**src/rtl/regfile_wb_sched_pkg.sv**
```systemverilog
// Shared constants and types for the register-file write-back scheduler.
// Holds the default widths, the requester encoding and the x0 index.
package regfile_wb_sched_pkg;

  localparam int DATA_WIDTH = 32;
  localparam int ADDR_WIDTH = 5;
  localparam int RD_WIDTH   = ADDR_WIDTH;
  localparam int X0_IDX     = 0;

  typedef enum logic {
    WB_SRC_ALU = 1'b0,
    WB_SRC_LSU = 1'b1
  } wb_src_e;

endpackage

```
**src/rtl/regfile_wb_sched_wb_scoreboard.sv**
```systemverilog
// Busy scoreboard for destination registers with an outstanding write-back.
// Issue sets a bit, the committing register-file write clears it.
module wb_scoreboard
  import regfile_wb_sched_pkg::*;
#(
  parameter int ADDR_WIDTH = regfile_wb_sched_pkg::ADDR_WIDTH
) (
  input  logic                  clk,
  input  logic                  rst_n,
  input  logic                  set_en,
  input  logic [ADDR_WIDTH-1:0] set_idx,
  input  logic                  clr_en,
  input  logic [ADDR_WIDTH-1:0] clr_idx,
  input  logic [ADDR_WIDTH-1:0] issue_rd,
  input  logic [ADDR_WIDTH-1:0] rs1,
  input  logic [ADDR_WIDTH-1:0] rs2,
  output logic                  issue_ready,
  output logic                  rs1_busy,
  output logic                  rs2_busy
);

  localparam int NUM_REGS = 2 ** ADDR_WIDTH;
  localparam logic [ADDR_WIDTH-1:0] X0 = ADDR_WIDTH'(X0_IDX);

  logic [NUM_REGS-1:0] busy_q;
  logic [NUM_REGS-1:0] busy_d;

  // Set is applied after clear so a same-cycle issue keeps the register busy.
  always_comb begin
    busy_d = busy_q;
    if (clr_en) busy_d[clr_idx] = 1'b0;
    if (set_en) busy_d[set_idx] = 1'b1;
    busy_d[X0_IDX] = 1'b0;
  end

  always_ff @(posedge clk or negedge rst_n) begin
    if (!rst_n) begin
      busy_q <= '0;
    end else begin
      busy_q <= busy_d;
    end
  end

  // The write committing this cycle bypasses the source flags but not the WAW check.
  assign rs1_busy    = busy_q[rs1] & ~(clr_en & (clr_idx == rs1));
  assign rs2_busy    = busy_q[rs2] & ~(clr_en & (clr_idx == rs2));
  assign issue_ready = ~((issue_rd != X0) & busy_q[issue_rd]);

endmodule

```
**src/rtl/regfile_wb_sched.sv**
```systemverilog
// Round-robin write-back arbiter between ALU and LSU driving the register
// file's single write port, plus the busy scoreboard used by decode.
module regfile_wb_sched
  import regfile_wb_sched_pkg::*;
#(
  parameter int DATA_WIDTH = regfile_wb_sched_pkg::DATA_WIDTH,
  parameter int ADDR_WIDTH = regfile_wb_sched_pkg::ADDR_WIDTH
) (
  input  logic                  clk,
  input  logic                  rst_n,
  input  logic                  a_valid,
  output logic                  a_ready,
  input  logic [ADDR_WIDTH-1:0] a_rd,
  input  logic [DATA_WIDTH-1:0] a_data,
  input  logic                  b_valid,
  output logic                  b_ready,
  input  logic [ADDR_WIDTH-1:0] b_rd,
  input  logic [DATA_WIDTH-1:0] b_data,
  input  logic                  issue_valid,
  input  logic [ADDR_WIDTH-1:0] issue_rd,
  output logic                  issue_ready,
  input  logic [ADDR_WIDTH-1:0] rs1,
  input  logic [ADDR_WIDTH-1:0] rs2,
  output logic                  rs1_busy,
  output logic                  rs2_busy,
  output logic                  rf_we,
  output logic [ADDR_WIDTH-1:0] rf_wa,
  output logic [DATA_WIDTH-1:0] rf_wd
);

  localparam logic [ADDR_WIDTH-1:0] X0 = ADDR_WIDTH'(X0_IDX);

  // Handshake: a transfer happens on a clock edge where valid and ready are
  // both high; a requester keeps valid/rd/data stable until it sees ready.
  wb_src_e last_grant;
  logic    set_en;

  assign a_ready = a_valid & (~b_valid | (last_grant == WB_SRC_LSU));
  assign b_ready = b_valid & (~a_valid | (last_grant == WB_SRC_ALU));

  // Only a real conflict advances the round-robin pointer.
  always_ff @(posedge clk or negedge rst_n) begin
    if (!rst_n) begin
      last_grant <= WB_SRC_LSU;
    end else if (a_valid && b_valid) begin
      last_grant <= a_ready ? WB_SRC_ALU : WB_SRC_LSU;
    end
  end

  always_ff @(posedge clk or negedge rst_n) begin
    if (!rst_n) begin
      rf_we <= 1'b0;
      rf_wa <= '0;
      rf_wd <= '0;
    end else if (a_ready) begin
      rf_we <= (a_rd != X0);
      rf_wa <= a_rd;
      rf_wd <= a_data;
    end else if (b_ready) begin
      rf_we <= (b_rd != X0);
      rf_wa <= b_rd;
      rf_wd <= b_data;
    end else begin
      rf_we <= 1'b0;
    end
  end

  assign set_en = issue_valid & issue_ready & (issue_rd != X0);

  wb_scoreboard #(
    .ADDR_WIDTH(ADDR_WIDTH)
  ) u_sb (
    .clk        (clk),
    .rst_n      (rst_n),
    .set_en     (set_en),
    .set_idx    (issue_rd),
    .clr_en     (rf_we),
    .clr_idx    (rf_wa),
    .issue_rd   (issue_rd),
    .rs1        (rs1),
    .rs2        (rs2),
    .issue_ready(issue_ready),
    .rs1_busy   (rs1_busy),
    .rs2_busy   (rs2_busy)
  );

endmodule

```
**config.mk**
```make
export PLATFORM = sky130hd
export DESIGN_NAME = regfile_wb_sched
export DESIGN_NICKNAME = d
export VERILOG_FILES = /design/src/rtl/regfile_wb_sched_pkg.sv /design/src/rtl/regfile_wb_sched_wb_scoreboard.sv /design/src/rtl/regfile_wb_sched.sv
export SDC_FILE = /design/constraint.sdc
export NUM_CORES = 1
export LEC_CHECK = 0
export ABC_AREA = 1
export ABC_CLOCK_PERIOD_IN_PS = 2100
export BUFFER_PORTS_ARGS = -buffer_cell sky130_fd_sc_hd__buf_2
export CORE_MARGIN = 1
export CORE_UTILIZATION = 50
export CTS_CLUSTER_DIAMETER = 80
export DETAILED_ROUTE_END_ITERATION = 10
export PLACE_DENSITY = 0.78
export SYNTH_ARGS = -nofsm -noshare
export SYNTH_HDL_FRONTEND = slang
export SYNTH_SLANG_ARGS = --single-unit
```
**constraint.sdc**
```tcl
create_clock -name clk -period 2.1 [get_ports clk]
set_clock_uncertainty 0.2 [all_clocks]
set_input_delay 0.42 -clock clk [delete_from_list [all_inputs] [get_ports clk]]
set_output_delay 0.42 -clock clk [all_outputs]
set_load 0.02 [all_outputs]
```
### Word level (Yosys, flattened, before mapping)

Cells that the tools add are included.

| operators by class | value |
|---|---|
| magnitude comparators | 6 |
| eq/ne operators | 2 |
| multiplexer cells | 19 |
| bitwise operators | 20 |
| reductions and logical operators | 7 |

Operators by type and width:

| operator | number |
|---|---|
| two-way mux 32 bit | 4 |
| bitwise AND 32 bit | 1 |
| NOT 32 bit | 1 |
| bitwise OR 32 bit | 1 |
| < comparator 5 x 6 -> 1 bit (second input constant) | 4 |
| binary-select mux 1 bit (select 5 bit) | 3 |
| nonzero test 5 bit | 3 |
| demux 1 bit (select 5 bit) | 2 |
| == test 5 bit | 2 |
| greater-or-equal comparator 5 x 1 -> 1 bit (second input constant) | 2 |
| two-way mux 5 bit | 2 |
| bitwise AND 1 bit | 9 |
| two-way mux 1 bit | 8 |
| NOT 1 bit | 6 |
| logical AND 1 bit | 3 |
| bitwise OR 1 bit | 2 |
| nonzero test 2 bit | 1 |

| storage, ports and cells | value |
|---|---|
| bits in registers | 70 |
| bits of input ports | 94 |
| output and inout port bits | 43 |
| word-level logic and storage cells | 59 |

### Logic depth before layout (Yosys ltp)

Gate-level depths: netlist (run 1).

| depth | value |
|---|---|
| word-level depth | 9 |
| gate-level depth with buffers | 13 |
| gate-level depth less buffers | 10 |

### By module

A second synthesis (run 1) with hierarchy kept.

| second synthesis, totals | value |
|---|---|
| cells, all modules | 736 |
| area, all modules | 4,703.3 um^2 |

Modules (own cells, without submodules):

| module | instances | cells an instance | area an instance (um^2) | seq. area each (um^2) |
|---|---|---|---|---|
| wb_scoreboard | 1 | 391 | 2,469.9 | 775.7 |
| regfile_wb_sched | 1 | 345 | 2,233.4 | 977.2 |

### Worst setup path after synthesis (run 1)

No wires, ideal clock.

| path | value |
|---|---|
| path kind | input -> output |
| from | input rs1[0] |
| to | output rs1_busy |
| data arrival time | 1.564 ns |
| required time | 1.480 ns |
| setup slack | -0.084 ns |
| stages | 9 |
| buffers on the path | 2 |
| cell sequence | buf_2 inv_1 buf_2 nand2_1 nand3_1 nand3_1 a21oi_1 nor2_1 nor2_1 |

| on the way | value |
|---|---|
| longest elaborated chain between the ends | 4 |
| elaborated cells between the ends (all ways) | 6 |
| classes of those cells | eq/ne (1); mux (2); bitwise (3) |

Ends and longest elaborated chain:

| item | line | RTL |
|---|---|---|
| start: declaration | regfile_wb_sched.sv:22 | `input logic [ADDR_WIDTH-1:0] rs1,` |
| branches (longest 3 deep; another with binary-select mux 1 bit (select 5 bit)) | n/a |  |
| bitwise AND 1 bit * | regfile_wb_sched_wb_scoreboard.sv:45 | `assign rs1_busy = busy_q[rs1] & ~(clr_en & (clr_idx == rs1));` |
| end: declaration | regfile_wb_sched.sv:24 | `output logic rs1_busy,` |

Every way passes the cells marked *. The select of a mux whose other input is x is not followed.

### Worst setup path after layout (run 1)

| path | value |
|---|---|
| from | register rf_wa[4] |
| to | output rs2_busy |

| on the way | value |
|---|---|
| longest elaborated chain between the ends | 4 |

Ends and longest elaborated chain:

| item | line | RTL |
|---|---|---|
| start: declaration | regfile_wb_sched.sv:27 | `output logic [ADDR_WIDTH-1:0] rf_wa,` |
| start signal: assignment | regfile_wb_sched.sv:57 | `rf_wa <= a_rd;` |
| start signal: assignment | regfile_wb_sched.sv:61 | `rf_wa <= b_rd;` |
| == test 5 bit | regfile_wb_sched_wb_scoreboard.sv:46 | `assign rs2_busy = busy_q[rs2] & ~(clr_en & (clr_idx == rs2));` |
| bitwise AND 1 bit | regfile_wb_sched_wb_scoreboard.sv:46 |  |
| NOT 1 bit | regfile_wb_sched_wb_scoreboard.sv:46 |  |
| bitwise AND 1 bit | regfile_wb_sched_wb_scoreboard.sv:46 |  |
| end: declaration | regfile_wb_sched.sv:25 | `output logic rs2_busy,` |

No other way between the ends.

==> results of run 1 <==
## routing by layer
layer	vias up	wire (um)
met5	-	0
met4	0	494
li1	2551	-
met2	256	7290
met3	48	1110
met1	2485	6390
## cells by family (layout without fill, tap and decap cells)
logic type      Yosys count  count (layout)  share of synthesized area
buf+inv                  87             242                     0.0902
xor+xnor                  2               2                    0.00387
compound gates          134             134                      0.159
flops                    70              70                      0.388
simple gates            379             379                      0.360
## report_power, final
part | switching [mW] | total (mW) | internal [mW]
clock network | 0.508 | 1.20 | 0.696
registers | 0.611 | 2.42 | 1.81
logic | 1.32 | 2.13 | 0.811
## Yosys cell counts
| cell type | number | area (um2) |
|---|---|---|
| o21ai_1 | 6 | 30.0 |
| xor2_1 | 2 | 17.5 |
| nand2_1 | 194 | 728 |
| nor2_1 | 73 | 274 |
| inv_2 | 1 | 3.75 |
| clkinv_1 | 2 | 7.51 |
| o22ai_1 | 9 | 56.3 |
| or4_1 | 2 | 15.0 |
| clkbuf_1 | 12 | 45.0 |
| nand2_2 | 5 | 31.3 |
| dfrtp_1 | 69 | 1730 |
| buf_1 | 4 | 15.0 |
| buf_2 | 13 | 65.1 |
| nand3_1 | 61 | 305 |
| inv_1 | 45 | 169 |
| buf_8 | 1 | 15.0 |
| inv_6 | 1 | 8.76 |
| buf_6 | 5 | 56.3 |
| o211ai_1 | 14 | 105 |
| and2_1 | 1 | 6.26 |
| buf_4 | 3 | 22.5 |
| nand4_1 | 32 | 200 |
| nor3_1 | 9 | 45.0 |
| a21oi_1 | 40 | 200 |
| o21ai_0 | 65 | 325 |
| nor2_4 | 2 | 22.5 |
| dfstp_2 | 1 | 26.3 |
## stage by stage
stage / area (um2) / power, mW
5_1_grt: 5800 / 6.08
6_report: 5800 / 5.76
2_1_floorplan: 4530 / 3.46
3_3_place_gp: 5440 / 4.28
4_1_cts: 5750 / 5.65
3_5_place_dp: 5440 / 4.33
## repair_timing
| item | 4_1_cts | 5_1_grt |
|---|---|---|
| hold buffers | 1 | 0 |
| cloned | 0 | 0 |
| endpoints found under the setup margin | 3 | 3 |
| pin swaps | 8 | 13 |
| buffers inserted | 6 | 2 |
| gates resized for setup | 25 | 20 |
| endpoints found under the hold margin | 18 | 0 |
## sequential cells by signal, summed over array words and instances (netlist names)
register / cells
last_grant: 1
rf_we: 1
rf_wd: 32
u_sb.busy_q: 31
rf_wa: 5
## area by class of cell
cell class | instances | area share
repair buffers | 178 | 0.186
well taps | 108 | 0.0233
clock buffers | 10 | 0.0237
multi-input cells | 515 | 0.415
clock inverters | 5 | 0.0144
inverters | 49 | 0.0326
flip-flops and latches | 70 | 0.306
## worst max-delay path, stage by stage (launching register included)
cell and delay (ns):
dfrtp_2 0.44, xor2_1 0.18, nor3_2 0.18, nand4_1 0.15, nand2_1 0.09, nor2_1 0.04
buf_2 0.15
## path summary, 6_finish.rpt
| path | end | cells past startpoint |
|---|---|---|
| max | rs2_busy | 6 |
| min reg2reg | rf_wd[10] | 2 |
| min | rf_we | 3 |
| max in group asynchronous | u_sb.busy_q[11] | 3 |
| max reg2reg | u_sb.busy_q[14] | 11 |
| min in group asynchronous | rf_wd[21] | 2 |
==> results.sh, run 1 <==
export IMPL_multi_input_area_um2=2410
export IMPL_initial_core_util=0.519
export IMPL_synthDistinctLibCells=27
export IMPL_status="complete, but fails checks"
export IMPL_synth_warnings=0
export IMPL_grt_busiest_layer="met2"
export IMPL_setup_slack_ns=-0.102
export IMPL_h_tree_depth=3
export IMPL_path_clk_slew_ns=0.08
export IMPL_fin_crit_sh=1.05
export IMPL_yosysSeqAreaShare=0.388
export IMPL_post_place_ws_ns=-0.0234
export IMPL_slew_viol_final=0
export IMPL_powerDensity_nw_per_um2=993
export IMPL_fp_coreArea_um2=8720
export IMPL_cts_buffers=9
export IMPL_cp_arrival_ns=1.58
export IMPL_hold_path_class="in -> reg"
export IMPL_synthToLayoutAreaGrowth_pct=28.3
export IMPL_worst_r2r_startpoint="u_sb.busy_q[10]"
export IMPL_grt_pass1_vias=4881
export IMPL_clock_sinks=70
export IMPL_wl_per_cell_um=16.3
export IMPL_hpwlAfterDp_um=11100
export IMPL_rows=34
export IMPL_use_met1=0.443
export IMPL_required_ns=1.48
export IMPL_grt_pass1_wl_um=24300
export IMPL_final_cells=935
export IMPL_critPathKind="reg -> out"
export IMPL_io_buffers=136
export IMPL_slew_limit_headroom=0.620
export IMPL_final_util=0.665
export IMPL_die_x_um=97.1
export IMPL_syn_avg_cell_area_um2=6.73
export IMPL_period_needed_ns=2.20
export IMPL_clockRootBuffer="clkbuf_8"
export IMPL_grt_met3_usage=0.0590
export IMPL_hold_violations=0
export IMPL_cp_startpoint="rf_wa[4]"
export IMPL_cp_end_kind="output pin"
export IMPL_fin_tns_setup_ns=-0.234
export IMPL_vdd_drop_max_mv=0.517
export IMPL_ant_nets=0
export IMPL_antenna_found_initial=0
export IMPL_cts_tree="yes"
export IMPL_dieHeight_um=97.1
export IMPL_grt_max_degree=39
export IMPL_layout_common_cells="189 x nand2_1, 134 x buf_2, 72 x nor2_1"
export IMPL_setup_violations=3
export IMPL_cp_max_fo=4
export IMPL_wl_um=15300
export IMPL_p_leak_nw=2.85
export IMPL_seqCellArea_um2=1770
export IMPL_failed_checks="negative setup slack"
export IMPL_dr_pass1_iters=6
export IMPL_dieArea_um2=9430
export IMPL_ys_seq_elements=70
export IMPL_num_vias=5340
export IMPL_min_delay_start="b_rd[4]"
export IMPL_met2_usage=0.511
export IMPL_synthesis_nets=766
export IMPL_grtUsageTotal=0.326
export IMPL_antennaDiodeCount=0
export IMPL_drive_above_1_share=0.294
export IMPL_nFillCells=750
export IMPL_hold_worst_slack_ns=0.130
export IMPL_route_detailed_drc=0
export IMPL_rsz0062_at_grt="true"
export IMPL_via_per_inst=5.71
export IMPL_netlist_instances=672
export IMPL_reg2reg_setup_slack_ns=0.21
export IMPL_synth_area_um2=4520
export IMPL_tightest_slew_ns=0.569
export IMPL_fin_nets=917
export IMPL_final_common_cell="nand2_1"
export IMPL_place_gp_congestion=0.978
export IMPL_ios=137
export IMPL_max_clock_freq_ghz=0.454
export IMPL_maxCapViolations=0
export IMPL_drtIter0Drc=530
export IMPL_grt_overflow=0
export IMPL_clockBufferDepth=2
export IMPL_place_inst=911
export IMPL_start_kind="register"
export IMPL_insertion_delay_ns=0.35
Power figures use the tool's default switching activity.
==> run 2: changes to the inputs <==
--- a/config.mk
+++ b/config.mk
@@ -11,8 +11,10 @@
 export CORE_MARGIN = 1
 export CORE_UTILIZATION = 50
 export CTS_CLUSTER_DIAMETER = 80
+export CTS_CLUSTER_SIZE = 20
 export DETAILED_ROUTE_END_ITERATION = 10
 export PLACE_DENSITY = 0.78
+export RECOVER_POWER = 50
 export SYNTH_ARGS = -nofsm -noshare
 export SYNTH_HDL_FRONTEND = slang
 export SYNTH_SLANG_ARGS = --single-unit
==> results.sh, run 2 (synthesized netlist as in run 1, its figures left out) <==
export IMPL_wl_per_cell_um=16.3
export IMPL_rows=34
export IMPL_initial_core_util=0.519
export IMPL_grt_overflow=0
export IMPL_setup_violations=3
export IMPL_final_cells=935
export IMPL_drive_above_1_share=0.271
export IMPL_fp_coreArea_um2=8720
export IMPL_rsz0062_at_grt="true"
export IMPL_place_gp_congestion=0.978
export IMPL_fin_nets=917
export IMPL_antennaDiodeCount=0
export IMPL_hpwlAfterDp_um=11100
export IMPL_required_ns=1.48
export IMPL_power_mw=5.73
export IMPL_drtIter0Drc=475
export IMPL_route_detailed_drc=0
export IMPL_failed_checks="negative setup slack"
export IMPL_p_leak_nw=2.79
export IMPL_clock_sinks=70
export IMPL_ant_nets=0
export IMPL_critPathKind="reg -> out"
export IMPL_max_clock_freq_ghz=0.455
export IMPL_grt_pass1_vias=4881
export IMPL_maxCapViolations=0
export IMPL_cp_arrival_ns=1.58
export IMPL_cts_buffers=9
export IMPL_cp_end_kind="output pin"
export IMPL_grt_pass1_wl_um=24300
export IMPL_slew_limit_headroom=0.518
export IMPL_nFillCells=764
export IMPL_fin_crit_sh=1.05
export IMPL_vdd_drop_max_mv=0.517
export IMPL_dr_pass1_iters=6
export IMPL_powerDensity_nw_per_um2=996
export IMPL_num_vias=5291
export IMPL_final_common_cell="nand2_1"
export IMPL_hold_path_class="in -> reg"
export IMPL_period_needed_ns=2.20
export IMPL_largest_reg_flops=32
export IMPL_grtUsageTotal=0.326
export IMPL_clockBufferDepth=2
export IMPL_path_clk_slew_ns=0.08
export IMPL_cp_max_fo=4
export IMPL_via_per_inst=5.66
export IMPL_clockRootBuffer="clkbuf_8"
export IMPL_io_buffers=136
export IMPL_slew_viol_final=0
export IMPL_die_x_um=97.1
export IMPL_top_regs="rf_wd x32, u_sb.busy_q x31, rf_wa x5"
export IMPL_layout_common_cells="189 x nand2_1, 114 x buf_2, 72 x nor2_1"
export IMPL_antenna_found_initial=0
export IMPL_status="complete, but fails checks"
export IMPL_ios=137
export IMPL_grt_max_degree=39
export IMPL_synthToLayoutAreaGrowth_pct=27.1
export IMPL_insertion_delay_ns=0.35
export IMPL_dieHeight_um=97.1
export IMPL_start_kind="register"
export IMPL_wl_um=15200
export IMPL_tightest_slew_ns=0.723
export IMPL_place_inst=911
export IMPL_h_tree_depth=3
export IMPL_top_register="rf_wd"
export IMPL_cts_tree="yes"
export IMPL_hold_violations=0
export IMPL_setup_slack_ns=-0.0996
export IMPL_dieArea_um2=9430
==> run 2: changes by cell type in the layout (fill, tap and decap cells not counted), sizes merged <==
cell,change
buf,-22
clkbuf,+22
==> run 2: through the flow <==
step / worst slack [ns] / TNS [ns] / util / hold slack [ns] / cell area [um2]
final: -0.0996 / -0.223 / 0.659 / 0.129 / 5750
after global routing: -0.158 / -1.27 / 0.659 / 0.127 / 5750
after CTS: -0.0959 / -0.206 / 0.659 / 0.116 / 5750
after detailed placement: -0.0234 / -0.0234 / 0.623 / 0.246 / 5440
after global placement: 0.00376 / 0 / 0.623 / 0.232 / 5440
after floorplan: 0.0136 / 0 / - / -0.0756 / 4530
==> run 2: where the power goes <==
| group | switching, mW | internal [mW] | total [mW] |
|---|---|---|---|
| clock | 0.508 | 0.696 | 1.20 |
| sequential | 0.608 | 1.81 | 2.42 |
| combinational | 1.32 | 0.787 | 2.10 |
==> run 2: critical path, cell delays in order, from the launching register on <==
cell and delay, ns:
dfrtp_2 0.44, xor2_1 0.18, nor3_2 0.18, nand4_1 0.15
nand2_1 0.09, nor2_1 0.04, buf_2 0.15
==> run 2: area by class of cell <==
cell class / count / area [um2] / area share
tap: 108 / 135 / 0.0235
clock buffer: 10 / 138 / 0.0239
sequential: 70 / 1770 / 0.309
multi-input combinational: 515 / 2410 / 0.418
timing repair buffer: 178 / 1020 / 0.178
inverter: 49 / 189 / 0.0329
clock inverter: 5 / 83.8 / 0.0146
==> run 2: worst paths after layout <==
kind,startpoint,to,slack [ns],cells after the start
max,rf_wa[4],rs2_busy,-0.1,6
min,b_rd[4],rf_we,0.13,3
max reg2reg,u_sb.busy_q[10],u_sb.busy_q[14],0.22,11
min reg2reg,rf_wd[10],rf_wd[10],0.29,2
max in group asynchronous,rst_n,u_sb.busy_q[11],0.16,3
min in group asynchronous,rst_n,rf_wd[21],0.40,2
==> run 2: routing by layer <==
metal	wire (um)	track usage	vias up
li1	-	-	2551
met1	6270	0.443	2455
met2	7300	0.511	248
met3	1200	0.0590	37
met4	457	0.140	0
met5	0	0	-
==> run 2: repair_timing <==
action	4_1_cts	5_1_grt
hold buffers	1	0
hold endpoints to repair	18	0
pin swaps	8	13
resized for setup	25	20
gates cloned	0	0
setup endpoints to repair	3	3
setup buffers	6	2
==> run 3: changes to the inputs <==
--- a/config.mk
+++ b/config.mk
@@ -9,11 +9,11 @@
 export ABC_CLOCK_PERIOD_IN_PS = 2100
 export BUFFER_PORTS_ARGS = -buffer_cell sky130_fd_sc_hd__buf_2
 export CORE_MARGIN = 1
-export CORE_UTILIZATION = 50
+export CORE_UTILIZATION = 35
 export CTS_CLUSTER_DIAMETER = 80
 export CTS_CLUSTER_SIZE = 20
 export DETAILED_ROUTE_END_ITERATION = 10
-export PLACE_DENSITY = 0.78
+export HOLD_SLACK_MARGIN = 0.05
 export RECOVER_POWER = 50
 export SYNTH_ARGS = -nofsm -noshare
 export SYNTH_HDL_FRONTEND = slang
==> results.sh, run 3 (synthesized netlist as in run 1, its figures left out) <==
export IMPL_status="complete, but fails checks"
export IMPL_failed_checks="negative setup slack"
export IMPL_dr_pass1_iters=5
export IMPL_clockBufferDepth=2
export IMPL_path_clk_slew_ns=0.06
export IMPL_insertion_delay_ns=0.34
export IMPL_cts_tree="yes"
export IMPL_top_regs="rf_wd x32, u_sb.busy_q x31, rf_wa x5"
export IMPL_h_tree_depth=3
export IMPL_grt_pass1_wl_um=25200
export IMPL_top_register="rf_wd"
export IMPL_cp_max_fo=4
export IMPL_synthToLayoutAreaGrowth_pct=29.9
export IMPL_p_leak_nw=2.83
export IMPL_dieHeight_um=116
export IMPL_fin_nets=915
export IMPL_tightest_slew_ns=0.780
export IMPL_initial_core_util=0.358
export IMPL_wl_um=16000
export IMPL_slew_viol_final=0
export IMPL_max_clock_freq_ghz=0.462
export IMPL_cp_end_kind="output pin"
export IMPL_slew_limit_headroom=0.480
export IMPL_critPathKind="reg -> out"
export IMPL_grt_pass1_vias=4982
export IMPL_clockRootBuffer="clkbuf_16"
export IMPL_grtUsageTotal=0.248
export IMPL_fp_coreArea_um2=12600
export IMPL_period_needed_ns=2.17
export IMPL_drive_above_1_share=0.254
export IMPL_clock_sinks=70
export IMPL_cts_buffers=9
export IMPL_final_cells=999
export IMPL_rsz0062_at_grt="true"
export IMPL_final_util=0.466
export IMPL_power_mw=5.95
export IMPL_cp_arrival_ns=1.55
export IMPL_place_gp_congestion=0.915
export IMPL_fin_tns_setup_ns=-0.172
export IMPL_place_inst=981
export IMPL_grt_max_degree=37
export IMPL_post_place_ws_ns=-0.0741
export IMPL_hold_path_class="in -> reg"
export IMPL_antenna_found_initial=1
export IMPL_grt_overflow=0
export IMPL_ios=137
export IMPL_maxCapViolations=0
export IMPL_required_ns=1.48
export IMPL_hpwlAfterDp_um=11700
export IMPL_post_cts_setup_buffers=0
export IMPL_drtIter0Drc=450
export IMPL_final_common_cell="nand2_1"
export IMPL_ant_nets=0
export IMPL_die_x_um=116
export IMPL_start_kind="register"
export IMPL_io_buffers=136
export IMPL_vdd_drop_max_mv=0.474
export IMPL_powerDensity_nw_per_um2=1010
export IMPL_hold_violations=0
export IMPL_dieArea_um2=13400
export IMPL_setup_violations=3
export IMPL_wl_per_cell_um=16.0
export IMPL_route_detailed_drc=0
export IMPL_largest_reg_flops=32
export IMPL_rows=41
export IMPL_via_per_inst=5.29
export IMPL_layout_common_cells="190 x nand2_1, 114 x buf_2, 70 x nor2_1"
export IMPL_setup_slack_ns=-0.0654
export IMPL_num_vias=5284
export IMPL_fin_crit_sh=1.03
[run 3: cell count changes in the layout (fill, tap and decap cells not counted), sizes merged]
cell	previous run	this run
buf	155	153
clkbuf	32	34
bufinv	2	1
clkinv	3	5
clkinvlp	2	0
diode	0	1
[run 3: timing repair]
| action | 4_1_cts | 5_1_grt |
|---|---|---|
| hold buffers | 1 | 0 |
| endpoints found under the setup margin | 3 | 3 |
| hold endpoints to repair | 12 | 0 |
| gates resized for setup | 16 | 19 |
| pin swaps | 3 | 3 |
[run 3: through the flow]
stage | instance area, um2 | hold WS, ns
final | 5880 | 0.122
after global placement | 5560 | 0.158
after CTS | 5900 | 0.112
after floorplan | 4530 | -0.0756
after global routing | 5880 | 0.148
after detailed placement | 5560 | 0.160
[run 3: layout make-up]
cell class,instances,area (um2)
fill,1351,6740
multi-input combinational,515,2400
sequential,70,1760
timing repair buffer,176,1010
clock buffer,12,256
tap,172,215
inverter,49,189
clock inverter,4,45.0
antenna,1,2.50
[run 3: layer usage]
metal / share of wire / routed length (um) / track usage
met3: 0.074 / 1180 / 0.0497
met1: 0.42 / 6690 / 0.311
met5: 0 / 0 / 0
met4: 0.026 / 417 / 0.121
met2: 0.48 / 7690 / 0.410
[run 3: path summary, 6_finish.rpt]
path / slack, ns / start / to / cells after the start
max: -0.07 / u_sb.busy_q[26] / rs2_busy / 7
min: 0.12 / b_rd[4] / rf_we / 3
max reg2reg: 0.21 / last_grant / rf_wd[21] / 7
min reg2reg: 0.29 / rf_wd[30] / rf_wd[30] / 2
max in group asynchronous: 0.20 / rst_n / u_sb.busy_q[28] / 3
min in group asynchronous: 0.47 / rst_n / u_sb.busy_q[22] / 2
[run 3: report_power, final]
group          switching, mW  internal (mW)
sequential             0.538           1.80
combinational           1.31          0.749
clock                  0.574          0.978
[run 3: critical path, cell delays in order, from the launching register on]
cell and delay, ns:
dfrtp_2 0.44, o211ai_1 0.22, nand3_2 0.11, nand3_1 0.10, nand3_1 0.07, nand2_1 0.06
nor2_1 0.04, buf_4 0.15
